--- src/rtl/data_req_ctrl_if.sv ---
// Data-memory request/response bus (SRAM-like handshake).
// master: the request controller; slave: the data memory.
//   data_req/wr/size/addr/wstrb/wdata : request channel, held while data_req is high
//   data_addr_ok                      : request accepted this cycle
//   data_data_ok/data_rdata           : response (or write-ack) this cycle
interface data_req_ctrl_if;
    logic        data_req;
    logic        data_wr;
    logic [1:0]  data_size;
    logic [31:0] data_addr;
    logic [3:0]  data_wstrb;
    logic [31:0] data_wdata;
    logic        data_addr_ok;
    logic        data_data_ok;
    logic [31:0] data_rdata;

    modport master (
        output data_req, data_wr, data_size, data_addr, data_wstrb, data_wdata,
        input  data_addr_ok, data_data_ok, data_rdata
    );

    modport slave (
        input  data_req, data_wr, data_size, data_addr, data_wstrb, data_wdata,
        output data_addr_ok, data_data_ok, data_rdata
    );
endinterface

--- src/rtl/data_req_ctrl.sv ---
// Data-side memory request controller at the EX->MEM boundary.
// Checks alignment, builds strobes and lane-aligned store data, runs the
// request/response handshake and stalls the front of the pipe until done.
//   clk, rst            : clock, synchronous active-high reset
//   ex_*                : load/store op presented by EX
//   flush, pipe_stall   : pipeline flush, stall from other sources
//   mem                 : data-memory bus (master side)
//   ls_stall            : hold IF/ID/EX (combinational)
//   data_ram_rdata      : captured read word for the MEM stage
//   is_data_adel/ades   : load/store address error (combinational)
`ifndef LS_SEL_LB
`define LS_SEL_LB  4'd0
`define LS_SEL_LBU 4'd1
`define LS_SEL_LH  4'd2
`define LS_SEL_LHU 4'd3
`define LS_SEL_LW  4'd4
`define LS_SEL_LWL 4'd5
`define LS_SEL_LWR 4'd6
`define LS_SEL_SB  4'd8
`define LS_SEL_SH  4'd9
`define LS_SEL_SW  4'd10
`define LS_SEL_SWL 4'd11
`define LS_SEL_SWR 4'd12
`endif

module data_req_ctrl (
    input  logic                   clk,
    input  logic                   rst,
    input  logic                   ex_ls_ena,
    input  logic [3:0]             ex_ls_sel,
    input  logic [31:0]            ex_ls_addr,
    input  logic [31:0]            ex_rt_data,
    input  logic                   ex_has_exception,
    input  logic                   flush,
    input  logic                   pipe_stall,
    data_req_ctrl_if.master        mem,
    output logic                   ls_stall,
    output logic [31:0]            data_ram_rdata,
    output logic                   is_data_adel,
    output logic                   is_data_ades
);

    typedef enum logic [1:0] {S_IDLE, S_REQ, S_WAIT, S_HOLD} state_t;

    state_t      state, state_next;
    logic        killed, killed_next;
    logic        wr_q, wr_next;
    logic [1:0]  size_q, size_next;
    logic [31:0] addr_q, addr_next;
    logic [3:0]  strb_q, strb_next;
    logic [31:0] wdata_q, wdata_next;
    logic [31:0] rdata_next;

    logic        is_load, is_store, misalign;
    logic [1:0]  op_size;
    logic [31:0] op_addr;
    logic [3:0]  op_strb;
    logic [31:0] op_wdata;
    logic        start;

    // Decode the EX op into request fields, strobes and alignment check
    always_comb begin
        is_load  = 1'b0;
        is_store = 1'b0;
        misalign = 1'b0;
        op_size  = 2'd2;
        op_addr  = {ex_ls_addr[31:2], 2'b00};
        op_strb  = 4'b0000;
        op_wdata = 32'h0;
        case (ex_ls_sel)
            `LS_SEL_LB, `LS_SEL_LBU: begin
                is_load = 1'b1;
                op_size = 2'd0;
                op_addr = ex_ls_addr;
            end
            `LS_SEL_LH, `LS_SEL_LHU: begin
                is_load  = 1'b1;
                op_size  = 2'd1;
                op_addr  = ex_ls_addr;
                misalign = ex_ls_addr[0];
            end
            `LS_SEL_LW: begin
                is_load  = 1'b1;
                misalign = |ex_ls_addr[1:0];
            end
            `LS_SEL_LWL, `LS_SEL_LWR: is_load = 1'b1;
            `LS_SEL_SB: begin
                is_store = 1'b1;
                op_size  = 2'd0;
                op_addr  = ex_ls_addr;
                op_strb  = 4'b0001 << ex_ls_addr[1:0];
                op_wdata = {4{ex_rt_data[7:0]}};
            end
            `LS_SEL_SH: begin
                is_store = 1'b1;
                op_size  = 2'd1;
                op_addr  = ex_ls_addr;
                misalign = ex_ls_addr[0];
                op_strb  = ex_ls_addr[1] ? 4'b1100 : 4'b0011;
                op_wdata = {2{ex_rt_data[15:0]}};
            end
            `LS_SEL_SW: begin
                is_store = 1'b1;
                misalign = |ex_ls_addr[1:0];
                op_strb  = 4'b1111;
                op_wdata = ex_rt_data;
            end
            `LS_SEL_SWL: begin
                is_store = 1'b1;
                case (ex_ls_addr[1:0])
                    2'd0: begin op_strb = 4'b0001; op_wdata = {24'h0, ex_rt_data[31:24]}; end
                    2'd1: begin op_strb = 4'b0011; op_wdata = {16'h0, ex_rt_data[31:16]}; end
                    2'd2: begin op_strb = 4'b0111; op_wdata = {8'h0, ex_rt_data[31:8]}; end
                    default: begin op_strb = 4'b1111; op_wdata = ex_rt_data; end
                endcase
            end
            `LS_SEL_SWR: begin
                is_store = 1'b1;
                case (ex_ls_addr[1:0])
                    2'd0: begin op_strb = 4'b1111; op_wdata = ex_rt_data; end
                    2'd1: begin op_strb = 4'b1110; op_wdata = {ex_rt_data[23:0], 8'h0}; end
                    2'd2: begin op_strb = 4'b1100; op_wdata = {ex_rt_data[15:0], 16'h0}; end
                    default: begin op_strb = 4'b1000; op_wdata = {ex_rt_data[7:0], 24'h0}; end
                endcase
            end
            default: ;
        endcase
    end

    // Address errors follow the EX op directly; quiet while in reset
    assign is_data_adel = !rst && ex_ls_ena && is_load  && misalign;
    assign is_data_ades = !rst && ex_ls_ena && is_store && misalign;

    // Only a clean, aligned op launches a request
    assign start = ex_ls_ena && !ex_has_exception && !flush && (state == S_IDLE)
                   && (is_load || is_store) && !misalign;

    // Next-state, field capture and stall generation
    always_comb begin
        state_next  = state;
        killed_next = killed;
        wr_next     = wr_q;
        size_next   = size_q;
        addr_next   = addr_q;
        strb_next   = strb_q;
        wdata_next  = wdata_q;
        rdata_next  = data_ram_rdata;
        ls_stall    = 1'b0;
        case (state)
            S_IDLE: begin
                if (start) begin
                    state_next = S_REQ;
                    ls_stall   = 1'b1;
                    wr_next    = is_store;
                    size_next  = op_size;
                    addr_next  = op_addr;
                    strb_next  = op_strb;
                    wdata_next = op_wdata;
                end
            end
            S_REQ: begin
                ls_stall = 1'b1;
                if (flush) killed_next = 1'b1;
                if (mem.data_addr_ok) state_next = S_WAIT;
            end
            S_WAIT: begin
                if (mem.data_data_ok) begin
                    // A flush arriving with the response kills it just the same
                    if (killed || flush) begin
                        state_next = S_IDLE;
                    end else begin
                        if (!wr_q) rdata_next = mem.data_rdata;
                        state_next = pipe_stall ? S_HOLD : S_IDLE;
                    end
                end else begin
                    ls_stall = 1'b1;
                    if (flush) killed_next = 1'b1;
                end
            end
            S_HOLD: begin
                if (!pipe_stall) state_next = S_IDLE;
            end
            default: state_next = S_IDLE;
        endcase
        if (state_next == S_IDLE) killed_next = 1'b0;
        if (rst) ls_stall = 1'b0;
    end

    // State and request-field registers
    always_ff @(posedge clk) begin
        if (rst) begin
            state          <= S_IDLE;
            killed         <= 1'b0;
            wr_q           <= 1'b0;
            size_q         <= 2'd0;
            addr_q         <= 32'h0;
            strb_q         <= 4'h0;
            wdata_q        <= 32'h0;
            data_ram_rdata <= 32'h0;
        end else begin
            state          <= state_next;
            killed         <= killed_next;
            wr_q           <= wr_next;
            size_q         <= size_next;
            addr_q         <= addr_next;
            strb_q         <= strb_next;
            wdata_q        <= wdata_next;
            data_ram_rdata <= rdata_next;
        end
    end

    assign mem.data_req   = (state == S_REQ);
    assign mem.data_wr    = wr_q;
    assign mem.data_size  = size_q;
    assign mem.data_addr  = addr_q;
    assign mem.data_wstrb = strb_q;
    assign mem.data_wdata = wdata_q;

endmodule

--- src/flat_wrapper.sv ---
// flat-port wrapper written by rule: the top's interface ports become plain ports
module data_req_ctrl_flat 
  (clk, rst, ex_ls_ena, ex_ls_sel, ex_ls_addr, ex_rt_data, ex_has_exception, flush, pipe_stall, ls_stall, data_ram_rdata, is_data_adel, is_data_ades, mem_data_req, mem_data_wr, mem_data_size, mem_data_addr, mem_data_wstrb, mem_data_wdata, mem_data_addr_ok, mem_data_data_ok, mem_data_rdata);
  data_req_ctrl_if mem_i ();
  input  logic clk;
  input  logic rst;
  input  logic ex_ls_ena;
  input  logic [3:0] ex_ls_sel;
  input  logic [31:0] ex_ls_addr;
  input  logic [31:0] ex_rt_data;
  input  logic ex_has_exception;
  input  logic flush;
  input  logic pipe_stall;
  output logic ls_stall;
  output logic [31:0] data_ram_rdata;
  output logic is_data_adel;
  output logic is_data_ades;
  output wire logic [$bits(mem_i.data_req)-1:0] mem_data_req;
  output wire logic [$bits(mem_i.data_wr)-1:0] mem_data_wr;
  output wire logic [$bits(mem_i.data_size)-1:0] mem_data_size;
  output wire logic [$bits(mem_i.data_addr)-1:0] mem_data_addr;
  output wire logic [$bits(mem_i.data_wstrb)-1:0] mem_data_wstrb;
  output wire logic [$bits(mem_i.data_wdata)-1:0] mem_data_wdata;
  input wire logic [$bits(mem_i.data_addr_ok)-1:0] mem_data_addr_ok;
  input wire logic [$bits(mem_i.data_data_ok)-1:0] mem_data_data_ok;
  input wire logic [$bits(mem_i.data_rdata)-1:0] mem_data_rdata;
  assign mem_data_req = mem_i.data_req;
  assign mem_data_wr = mem_i.data_wr;
  assign mem_data_size = mem_i.data_size;
  assign mem_data_addr = mem_i.data_addr;
  assign mem_data_wstrb = mem_i.data_wstrb;
  assign mem_data_wdata = mem_i.data_wdata;
  assign mem_i.data_addr_ok = mem_data_addr_ok;
  assign mem_i.data_data_ok = mem_data_data_ok;
  assign mem_i.data_rdata = mem_data_rdata;
  data_req_ctrl u_core (.clk(clk), .rst(rst), .ex_ls_ena(ex_ls_ena), .ex_ls_sel(ex_ls_sel), .ex_ls_addr(ex_ls_addr), .ex_rt_data(ex_rt_data), .ex_has_exception(ex_has_exception), .flush(flush), .pipe_stall(pipe_stall), .mem(mem_i), .ls_stall(ls_stall), .data_ram_rdata(data_ram_rdata), .is_data_adel(is_data_adel), .is_data_ades(is_data_ades));
endmodule
--- config.mk ---
export PLATFORM = sky130hd
export DESIGN_NAME = data_req_ctrl_flat
export DESIGN_NICKNAME = d
export VERILOG_FILES = /design/src/rtl/data_req_ctrl_if.sv /design/src/rtl/data_req_ctrl.sv /design/src/flat_wrapper.sv
export SDC_FILE = /design/constraint.sdc
export NUM_CORES = 1
export LEC_CHECK = 0
export CORE_MARGIN = 2
export CORE_UTILIZATION = 35
export CTS_CLUSTER_DIAMETER = 50
export CTS_CLUSTER_SIZE = 40
export DETAILED_ROUTE_END_ITERATION = 6
export DONT_BUFFER_PORTS = 1
export GPL_ROUTABILITY_DRIVEN = 0
export PLACE_DENSITY = 0.45
export SLEW_MARGIN = 25
export SYNTH_ARGS = -nofsm -noshare
export SYNTH_HDL_FRONTEND = slang
export SYNTH_SLANG_ARGS = --single-unit
--- constraint.sdc ---
create_clock -name clk -period 7.15 [get_ports clk]
set_input_delay 1.43 -clock clk [delete_from_list [all_inputs] [get_ports clk]]
set_output_delay 1.43 -clock clk [all_outputs]
set_load 0.01 [all_outputs]
==> results.sh, run 1 <==
export IMPL_synth_warnings=0
export IMPL_firstDrtPassIters=6
export IMPL_ctsLongestPathBuffers=2
export IMPL_netlist_area_sq_um=5588
export IMPL_synth_area_top_cells="dfxtp_1 (38%), a21oi_1 (7.4%), o2bb2ai_2 (5.4%), nand2_1 (4.8%), mux2i_1 (4.7%)"
export IMPL_fp_dieW_um=130.4
export IMPL_r2r_slack_ps=4420
export IMPL_drc=0
export IMPL_placed_area_sq_um=5620
export IMPL_start_util=0.3543
export IMPL_ys_seq_area_frac=0.3798
export IMPL_tns_ps=0
export IMPL_cts_resized=0
export IMPL_area_growth_pct=5.620
export IMPL_max_stage_delay_ps=960
export IMPL_hpwlAfterDp_um=12060
export IMPL_skew_ps=5.320
export IMPL_arrival_ps=3360
export IMPL_worstPathBufferInverterCount=0
export IMPL_yosys_area_top_type="dfxtp_1"
export IMPL_nets=680
export IMPL_most_common_layout_cells="dfxtp_1 (106), a21oi_1 (83), nand2_1 (71)"
export IMPL_h_tree_depth=3
export IMPL_rr_worst_depth=4
export IMPL_first_iter_violations=282
export IMPL_cts_root_buffer_cell="clkbuf_16"
export IMPL_r2r_start="u_core.state[1]"
export IMPL_clk_latency_ps=350
export IMPL_cp_slowest_cell="o21ba_2"
export IMPL_finalHoldViolCount=0
export IMPL_r2r_end="u_core.mem.data_wdata[1]"
export IMPL_cts_tree="done"
export IMPL_grt_usage=0.1968
export IMPL_min_period_ps=4790
export IMPL_wl_per_cell_um=22.17
export IMPL_power_density_nw_per_um2=202.9
export IMPL_post_cts_buffers=0
export IMPL_diodes=0
export IMPL_max_freq_mhz=208.8
export IMPL_antenna_found_initial=0
export IMPL_grt_pass1_wl_um=25830
export IMPL_netlist_area_leader_share=0.3798
export IMPL_synth_seq_cells=106
export IMPL_netlist_instances=624
export IMPL_start_kind="primary input"
export IMPL_leakagePower_nw=1.844
export IMPL_min_path_type="flop to flop"
export IMPL_worstSetupEndpoint="ls_stall"
export IMPL_ys_types=64
export IMPL_die_area_sq_um=16990
export IMPL_stdcell_area_sq_um=5902
export IMPL_syn_nets=732
export IMPL_crit_type="primary input to output port"
export IMPL_cp_max_fo=36
export IMPL_async_flop_share=0
export IMPL_ys_flop_type="dfxtp_1"
export IMPL_path_cells="nand2b_1, o21ba_2, nor3_1, o31a_1"
export IMPL_hold_ws_ps=500.9
export IMPL_mostFrequentLayoutCell="dfxtp_1"
export IMPL_hold_buffers=0
export IMPL_cts_sinks=106
export IMPL_setup_violations=0
export IMPL_avgSynthCellArea_sq_um=8.955
export IMPL_regArea_sq_um=2122
export IMPL_clk_pin_slew_ps=70
export IMPL_cts_buffers=9
export IMPL_via_per_inst=6.102
export IMPL_max_slew_worst_pin_slew_ps=901.0
export IMPL_min_period_over_period=0.6700
export IMPL_fill_cells=1644
export IMPL_ios=215
export IMPL_relSlewSlack=0.3993
export IMPL_crit_start="ex_ls_sel[2]"
export IMPL_vias=4833
export IMPL_io_buffers=0
export IMPL_rsz0062_at_grt="false"
export IMPL_layout_drive_gt1_share=0.1250
export IMPL_first_global_vias=4398
export IMPL_rows=46
export IMPL_maxCapViolCount=0
export IMPL_core_sq_um=15770
export IMPL_ir_drop_mv=0.1023
export IMPL_overflow=0
export IMPL_required_ps=5720
export IMPL_crit_family="compound AO/OA/AOI/OAI gates"
export IMPL_end_kind="output port"
export IMPL_grt_max_degree=76
export IMPL_cp_num_cells=4
export IMPL_synth_edf_count=0
export IMPL_outcome="completed"
export IMPL_antenna_left=0
export IMPL_die_h_um=130.4
export IMPL_wl_um=17560
export IMPL_multi_input_area_sq_um=3159
export IMPL_slew_viol_final=0
[where the power goes]
part / leakage [nW] / total [W] / internal, W / switching, W
Sequential: 0.855 / 0.000610 / 0.000599 / 0.0000116
Combinational: 0.861 / 0.000125 / 0.0000497 / 0.0000752
Clock: 0.128 / 0.000462 / 0.000244 / 0.000218
[sequential cells by signal, indices dropped and copies added (netlist names)]
name	count
u_core.mem.data_addr	32
u_core.mem.data_size	2
u_core.mem.data_wr	1
u_core.state	2
u_core.mem.data_wdata	32
u_core.data_ram_rdata	32
u_core.killed	1
u_core.mem.data_wstrb	4
[routing by layer]
metal	share of wire	GRT usage	vias up
li1	-	-	2297
met1	0.41	0.2510	2344
met5	0	0	-
met2	0.48	0.3135	176
met3	0.092	0.07380	16
met4	0.014	0.05444	0
[layout make-up]
| type | instances | area share |
|---|---|---|
| multi-input combinational | 442 | 0.5353 |
| inverter | 5 | 0.003180 |
| timing repair buffer | 8 | 0.01018 |
| sequential | 106 | 0.3596 |
| clock buffer | 11 | 0.04113 |
| tap | 216 | 0.04579 |
| clock inverter | 4 | 0.004876 |
[tightest hold or removal path, stage by stage, from the launching register on]
cell and delay (ps):
dfxtp_1 340, nand2_1 60, a21oi_1 50
[synth_stat cells (3+ instances only)]
master and instances:
inv_1 4, nand4b_1 3, o21ai_0 4, clkbuf_1 51, a22o_1 9, o211ai_1 3
a222oi_1 9, a2bb2oi_1 9, o22ai_1 3, dfxtp_1 106, a21boi_0 3, o2bb2ai_2 20
nand2_1 71, mux2_2 12, a211oi_1 4, a221oi_1 6, buf_1 11, buf_6 3
nor2_1 5, mux2i_1 26, nand3b_1 7, a21o_1 4, o31ai_1 32, a2111oi_0 4
nor3_1 6, a21oi_1 83, o221ai_1 6, buf_2 4, nor2b_1 9, nand3_1 8
or3b_2 3, a22oi_1 13, nand2b_1 4, nand4_1 34, o2bb2ai_1 7
[worst min path at each step]
stage	end	slack, ps	depth (start not counted)	from
3_5_place_dp	u_core.data_ram_rdata[12]	490	2	u_core.data_ram_rdata[12]
6_report	u_core.data_ram_rdata[24]	500	2	u_core.data_ram_rdata[24]
4_1_cts	u_core.data_ram_rdata[12]	500	2	u_core.data_ram_rdata[12]
5_1_grt	u_core.data_ram_rdata[7]	520	2	u_core.data_ram_rdata[7]
2_1_floorplan	u_core.data_ram_rdata[0]	480	2	u_core.data_ram_rdata[0]
3_3_place_gp	u_core.data_ram_rdata[5]	490	2	u_core.data_ram_rdata[5]
[per-stage QoR]
stage               setup WS, ps  instances  utilization  power (W)
finish                      2360        792       0.3742   0.001198
global placement            2206        777       0.3557  0.0007466
global route                2223        792       0.3742   0.001257
detailed placement          2419        777       0.3564  0.0007485
floorplan                   2537        624            -  0.0007403
CTS                         2411        792       0.3736   0.001216
[logic make-up (layout without fill, tap and decap cells)]
kind of cell	count (synthesis)	count (layout)	synth area share
simple gates	167	167	0.1623
buf+inv	76	28	0.06180
flops	106	106	0.3798
compound gates	236	236	0.3238
mux	38	38	0.07076
xor+xnor	1	1	0.001568
(Power assumes the default switching activity.)
==> run 2: changes to the inputs <==
PLACE_DENSITY = 0.47   (was 0.45)
clock period = 4.4 ns   (was 7.15 ns; I/O delays follow)
==> run 2 against run 1 <==
Effect of this change: routed wire length grew 0.83%; clock power grew 61%; clock skew is essentially flat; register-to-register slack lost 2700 ps; sequential cell count is the same; total power grew 62%; global-route usage grew 0.083 points; final area is essentially flat; non-clock buffer count grew 2; worst setup slack lost 1200 ps; largest power group unchanged; highest routed layer unchanged.
==> results.sh, run 2 (same netlist as run 1, synthesis figures left out) <==
export IMPL_ir_drop_mv=0.1826
export IMPL_end_kind="output port"
export IMPL_area_growth_pct=5.531
export IMPL_setup_violations=0
export IMPL_clk_pin_slew_ps=70
export IMPL_dp_slack_ps=1139
export IMPL_regArea_sq_um=2122
export IMPL_tns_ps=0
export IMPL_power_density_nw_per_um2=329.0
export IMPL_firstDrtPassIters=6
export IMPL_max_slew_worst_pin_slew_ps=971.3
export IMPL_diodes=0
export IMPL_fp_dieW_um=130.4
export IMPL_r2r_start="u_core.state[1]"
export IMPL_antenna_left=0
export IMPL_grt_pass1_wl_um=26030
export IMPL_cts_root_buffer_cell="clkbuf_16"
export IMPL_slew_viol_final=0
export IMPL_hpwlAfterDp_um=12020
export IMPL_hold_ws_ps=495.2
export IMPL_vias=4889
export IMPL_grt_max_degree=76
export IMPL_start_util=0.3543
export IMPL_h_tree_depth=3
export IMPL_arrival_ps=2380
export IMPL_cts_sinks=106
export IMPL_min_path_type="flop to flop"
export IMPL_core_sq_um=15770
export IMPL_rows=46
export IMPL_layout_drive_gt1_share=0.1231
export IMPL_max_freq_mhz=306.7
export IMPL_drc=0
export IMPL_cp_max_fo=32
export IMPL_most_common_layout_cells="dfxtp_1 (106), a21oi_1 (83), nand2_1 (71)"
export IMPL_skew_ps=5.400
export IMPL_cts_resized=0
export IMPL_required_ps=3520
export IMPL_crit_start="ex_ls_sel[0]"
export IMPL_min_period_over_period=0.7410
export IMPL_crit_type="primary input to output port"
export IMPL_cts_tree="done"
export IMPL_clk_latency_ps=350
export IMPL_min_period_ps=3260
export IMPL_mostFrequentLayoutCell="dfxtp_1"
export IMPL_rsz0062_at_grt="false"
export IMPL_hold_buffers=0
export IMPL_worstPathBufferInverterCount=1
export IMPL_path_cells="or3b_2, or2_2, a2111oi_0, buf_4"
export IMPL_wl_um=17700
export IMPL_die_area_sq_um=16990
export IMPL_post_cts_buffers=0
export IMPL_outcome="completed"
export IMPL_finalWorstSetupSlack_ps=1140
export IMPL_leakagePower_nw=1.846
export IMPL_crit_family="simple AND/OR/NAND/NOR gates"
export IMPL_multi_input_area_sq_um=3149
export IMPL_fill_cells=1655
export IMPL_grt_usage=0.1977
export IMPL_first_iter_violations=282
export IMPL_nets=682
export IMPL_ctsLongestPathBuffers=2
export IMPL_max_stage_delay_ps=520
export IMPL_cts_buffers=9
export IMPL_relSlewSlack=0.3470
export IMPL_wl_per_cell_um=22.32
export IMPL_io_buffers=0
export IMPL_start_kind="primary input"
export IMPL_die_h_um=130.4
export IMPL_min_from="u_core.data_ram_rdata[13]"
export IMPL_ios=215
export IMPL_cp_slowest_cell="or3b_2"
export IMPL_finalHoldViolCount=0
export IMPL_antenna_found_initial=0
export IMPL_first_global_vias=4500
export IMPL_maxCapViolCount=0
export IMPL_via_per_inst=6.165
export IMPL_overflow=0
==> run 2: cell count changes in the layout (fill, tap and decap cells not counted), sizes merged <==
cell,delta
buf,+2
clkinv,-2
clkbuf,+1
==> run 2: final timing paths <==
path,to,slack [ps],depth (start not counted)
worst max-delay path,is_data_ades,1140,4
worst min-delay path,u_core.data_ram_rdata[13],500,2
worst min register to register,u_core.data_ram_rdata[13],500,2
worst max register to register,u_core.mem.data_wdata[23],1700,5
==> run 2: through the flow <==
stage          area (sq um)  power, W  cells    util
5_1_grt                5897  0.002021    793  0.3739
4_1_cts                5891  0.001967    793  0.3735
3_5_place_dp           5629  0.001218    779  0.3570
2_1_floorplan          5588  0.001203    624       -
6_report               5897  0.001940    793  0.3739
3_3_place_gp           5624  0.001215    779  0.3566
==> run 2: routing by layer <==
layer / GRT usage / part of all wire
met5: 0 / 0
met4: 0.07760 / 0.021
met1: 0.2447 / 0.40
met3: 0.07052 / 0.091
met2: 0.3154 / 0.49
==> run 2: final cells by class <==
type	instances	area share
inverter	5	0.003183
tap	216	0.04583
clock buffer	12	0.04180
timing repair buffer	10	0.01273
clock inverter	2	0.002546
multi-input combinational	442	0.5341
sequential	106	0.3599
==> run 2: power breakdown <==
group | leakage [nW] | switching, W | internal [W]
clock network | 0.121 | 0.000350 | 0.000394
logic | 0.870 | 0.000122 | 0.0000813
registers | 0.855 | 0.0000190 | 0.000973
total | 1.85 | 0.000492 | 0.00145
==> run 2: worst reg2reg max path, stage by stage, from the launching register on <==
cell and delay (ps):
dfxtp_1 420, or4b_4 600, a211o_1 300, buf_4 250
nor4_2 830, a22o_1 230
==> run 3: changes to the inputs <==
clock period = 2.61 ns   (was 4.4 ns; I/O delays follow)
==> run 3 against run 2 <==
Effect of this change: the run now ends with design-rule violations left; sequential cell count did not move; first-iteration DRC count grew 5.0%; total power is 78% higher; critical path depth did not move; via count up 1.7%; final cell count up 1.8%; sequential power grew 68%; critical path type is now flop to output port; critical endpoint is now ls_stall; largest power group unchanged; highest routed layer unchanged.
==> results.sh, run 3 (same netlist as run 1, synthesis figures left out) <==
export IMPL_cts_root_buffer_cell="clkbuf_16"
export IMPL_via_per_inst=6.159
export IMPL_p_int_w=0.002591
export IMPL_overflow=0
export IMPL_path_cells="or4b_4, a211o_1, nor3_2, o31a_1"
export IMPL_rsz0062_at_grt="false"
export IMPL_grt_usage=0.1987
export IMPL_mostFrequentLayoutCell="dfxtp_1"
export IMPL_die_h_um=130.4
export IMPL_skew_ps=5.963
export IMPL_maxCapViolCount=0
export IMPL_nets=694
export IMPL_die_area_sq_um=16990
export IMPL_seqPwrFrac=0.482
export IMPL_first_global_vias=4625
export IMPL_min_from="rst"
export IMPL_max_stage_delay_ps=540
export IMPL_combPwrFrac=0.105
export IMPL_finalPower_w=0.003458
export IMPL_wl_um=17570
export IMPL_cts_buffers=9
export IMPL_clk_pin_slew_ps=70
export IMPL_setup_violations=0
export IMPL_firstDrtPassIters=7
export IMPL_min_period_over_period=0.9718
export IMPL_fp_dieW_um=130.4
export IMPL_hpwlAfterDp_um=12150
export IMPL_crit_type="flop to output port"
export IMPL_vias=4970
export IMPL_stdcell_count=807
export IMPL_grt_pass1_wl_um=26150
export IMPL_layout_drive_gt1_share=0.1455
export IMPL_min_path_type="primary input to flop"
export IMPL_arrival_ps=2010
export IMPL_cp_max_fo=4
export IMPL_ir_drop_mv=0.3014
export IMPL_cts_sinks=106
export IMPL_min_period_ps=2536
export IMPL_cp_slowest_cell="or4b_4"
export IMPL_outcome="finished with violations"
export IMPL_post_cts_buffers=0
export IMPL_area_growth_pct=8.330
export IMPL_diodes=0
export IMPL_cts_tree="done"
export IMPL_io_buffers=0
export IMPL_power_net_switching_w=0.0008673
export IMPL_clk_latency_ps=350
export IMPL_most_common_layout_cells="dfxtp_1 (106), a21oi_1 (83), nand2_1 (71)"
export IMPL_finalHoldViolCount=0
export IMPL_slew_viol_final=0
export IMPL_swShare=0.2508
export IMPL_first_iter_violations=296
export IMPL_placed_area_sq_um=5734
export IMPL_ctsLongestPathBuffers=2
export IMPL_power_density_nw_per_um2=571.3
export IMPL_max_freq_mhz=394.3
export IMPL_required_ps=2090
export IMPL_h_tree_depth=3
export IMPL_start_kind="flop"
export IMPL_end_kind="output port"
export IMPL_crit_start="u_core.state[1]"
export IMPL_rows=46
export IMPL_antenna_left=0
export IMPL_p_clk_frac=0.413
export IMPL_core_sq_um=15770
export IMPL_leakagePower_nw=1.935
export IMPL_wl_per_cell_um=21.77
export IMPL_dpl_cell_count=791
export IMPL_ios=215
export IMPL_grt_max_degree=76
export IMPL_hold_buffers=0
export IMPL_fin_util=0.3838
export IMPL_antenna_found_initial=0
export IMPL_drc=3
export IMPL_violations="design-rule violations"
export IMPL_stdcell_area_sq_um=6053
export IMPL_r2r_start="u_core.state[1]"
export IMPL_relSlewSlack=0.4149
export IMPL_start_util=0.3543
export IMPL_max_slew_worst_pin_slew_ps=875.8
## run 3: cell types whose count changed in the layout (fill, tap and decap cells not counted), sizes merged
| cell | before | now |
|---|---|---|
| bufinv | 0 | 1 |
| clkbuf | 12 | 11 |
| clkinvlp | 2 | 3 |
| inv | 4 | 5 |
| buf | 10 | 22 |
## run 3: layer usage
metal,share of wire,wire [um],GRT usage
met3,0.085,1502,0.05945
met1,0.40,7058,0.2494
met4,0.021,375,0.08073
met5,0,0,0
met2,0.49,8631,0.3200
## run 3: critical path: cells and delay by family, from the launching register on
kind,cells,cell delay [ps]
simple gates,2,770
compound gates,2,580
flops,1,320
## run 3: final timing paths
| check | cells past startpoint | to | slack [ps] |
|---|---|---|---|
| worst max register to register | 4 | u_core.mem.data_wdata[29] | 370 |
| worst min-delay path | 1 | u_core.mem.data_addr[14] | 230 |
| worst max-delay path | 4 | ls_stall | 70 |
| worst min register to register | 2 | u_core.data_ram_rdata[12] | 500 |
## run 3: power groups by stage
stage          Combinational (W)  Clock [W]  Sequential, W
6_report                0.000362    0.00143        0.00167
5_1_grt                 0.000396    0.00153        0.00167
4_1_cts                 0.000361    0.00147        0.00167
3_5_place_dp            0.000359          0        0.00171
3_3_place_gp            0.000355          0        0.00171
2_1_floorplan           0.000330          0        0.00170
## run 3: per-stage QoR
step	hold slack (ps)	setup TNS, ps	worst slack (ps)
final	229.4	0	73.64
after CTS	214.2	0	15.34
after global routing	211.4	0	11.34
after global placement	484.0	0	107.7
after floorplan	480.5	-166.6	-83.32
after detailed placement	489.6	0	103.1
## run 3: area by class of cell
cell class,count,area (sq um)
clock buffer,11,252.7
clock inverter,5,61.31
fill,1612,9717
inverter,5,18.77
multi-input combinational,442,3151
sequential,106,2122
tap,216,270.3
timing repair buffer,22,177.7
## run 3: what timing repair did
action / in CTS / in global routing
pin swaps: 0 / 2
endpoints found under the setup margin: 1 / 1
resized for setup: 1 / 0
endpoints found under the hold margin: 0 / 0
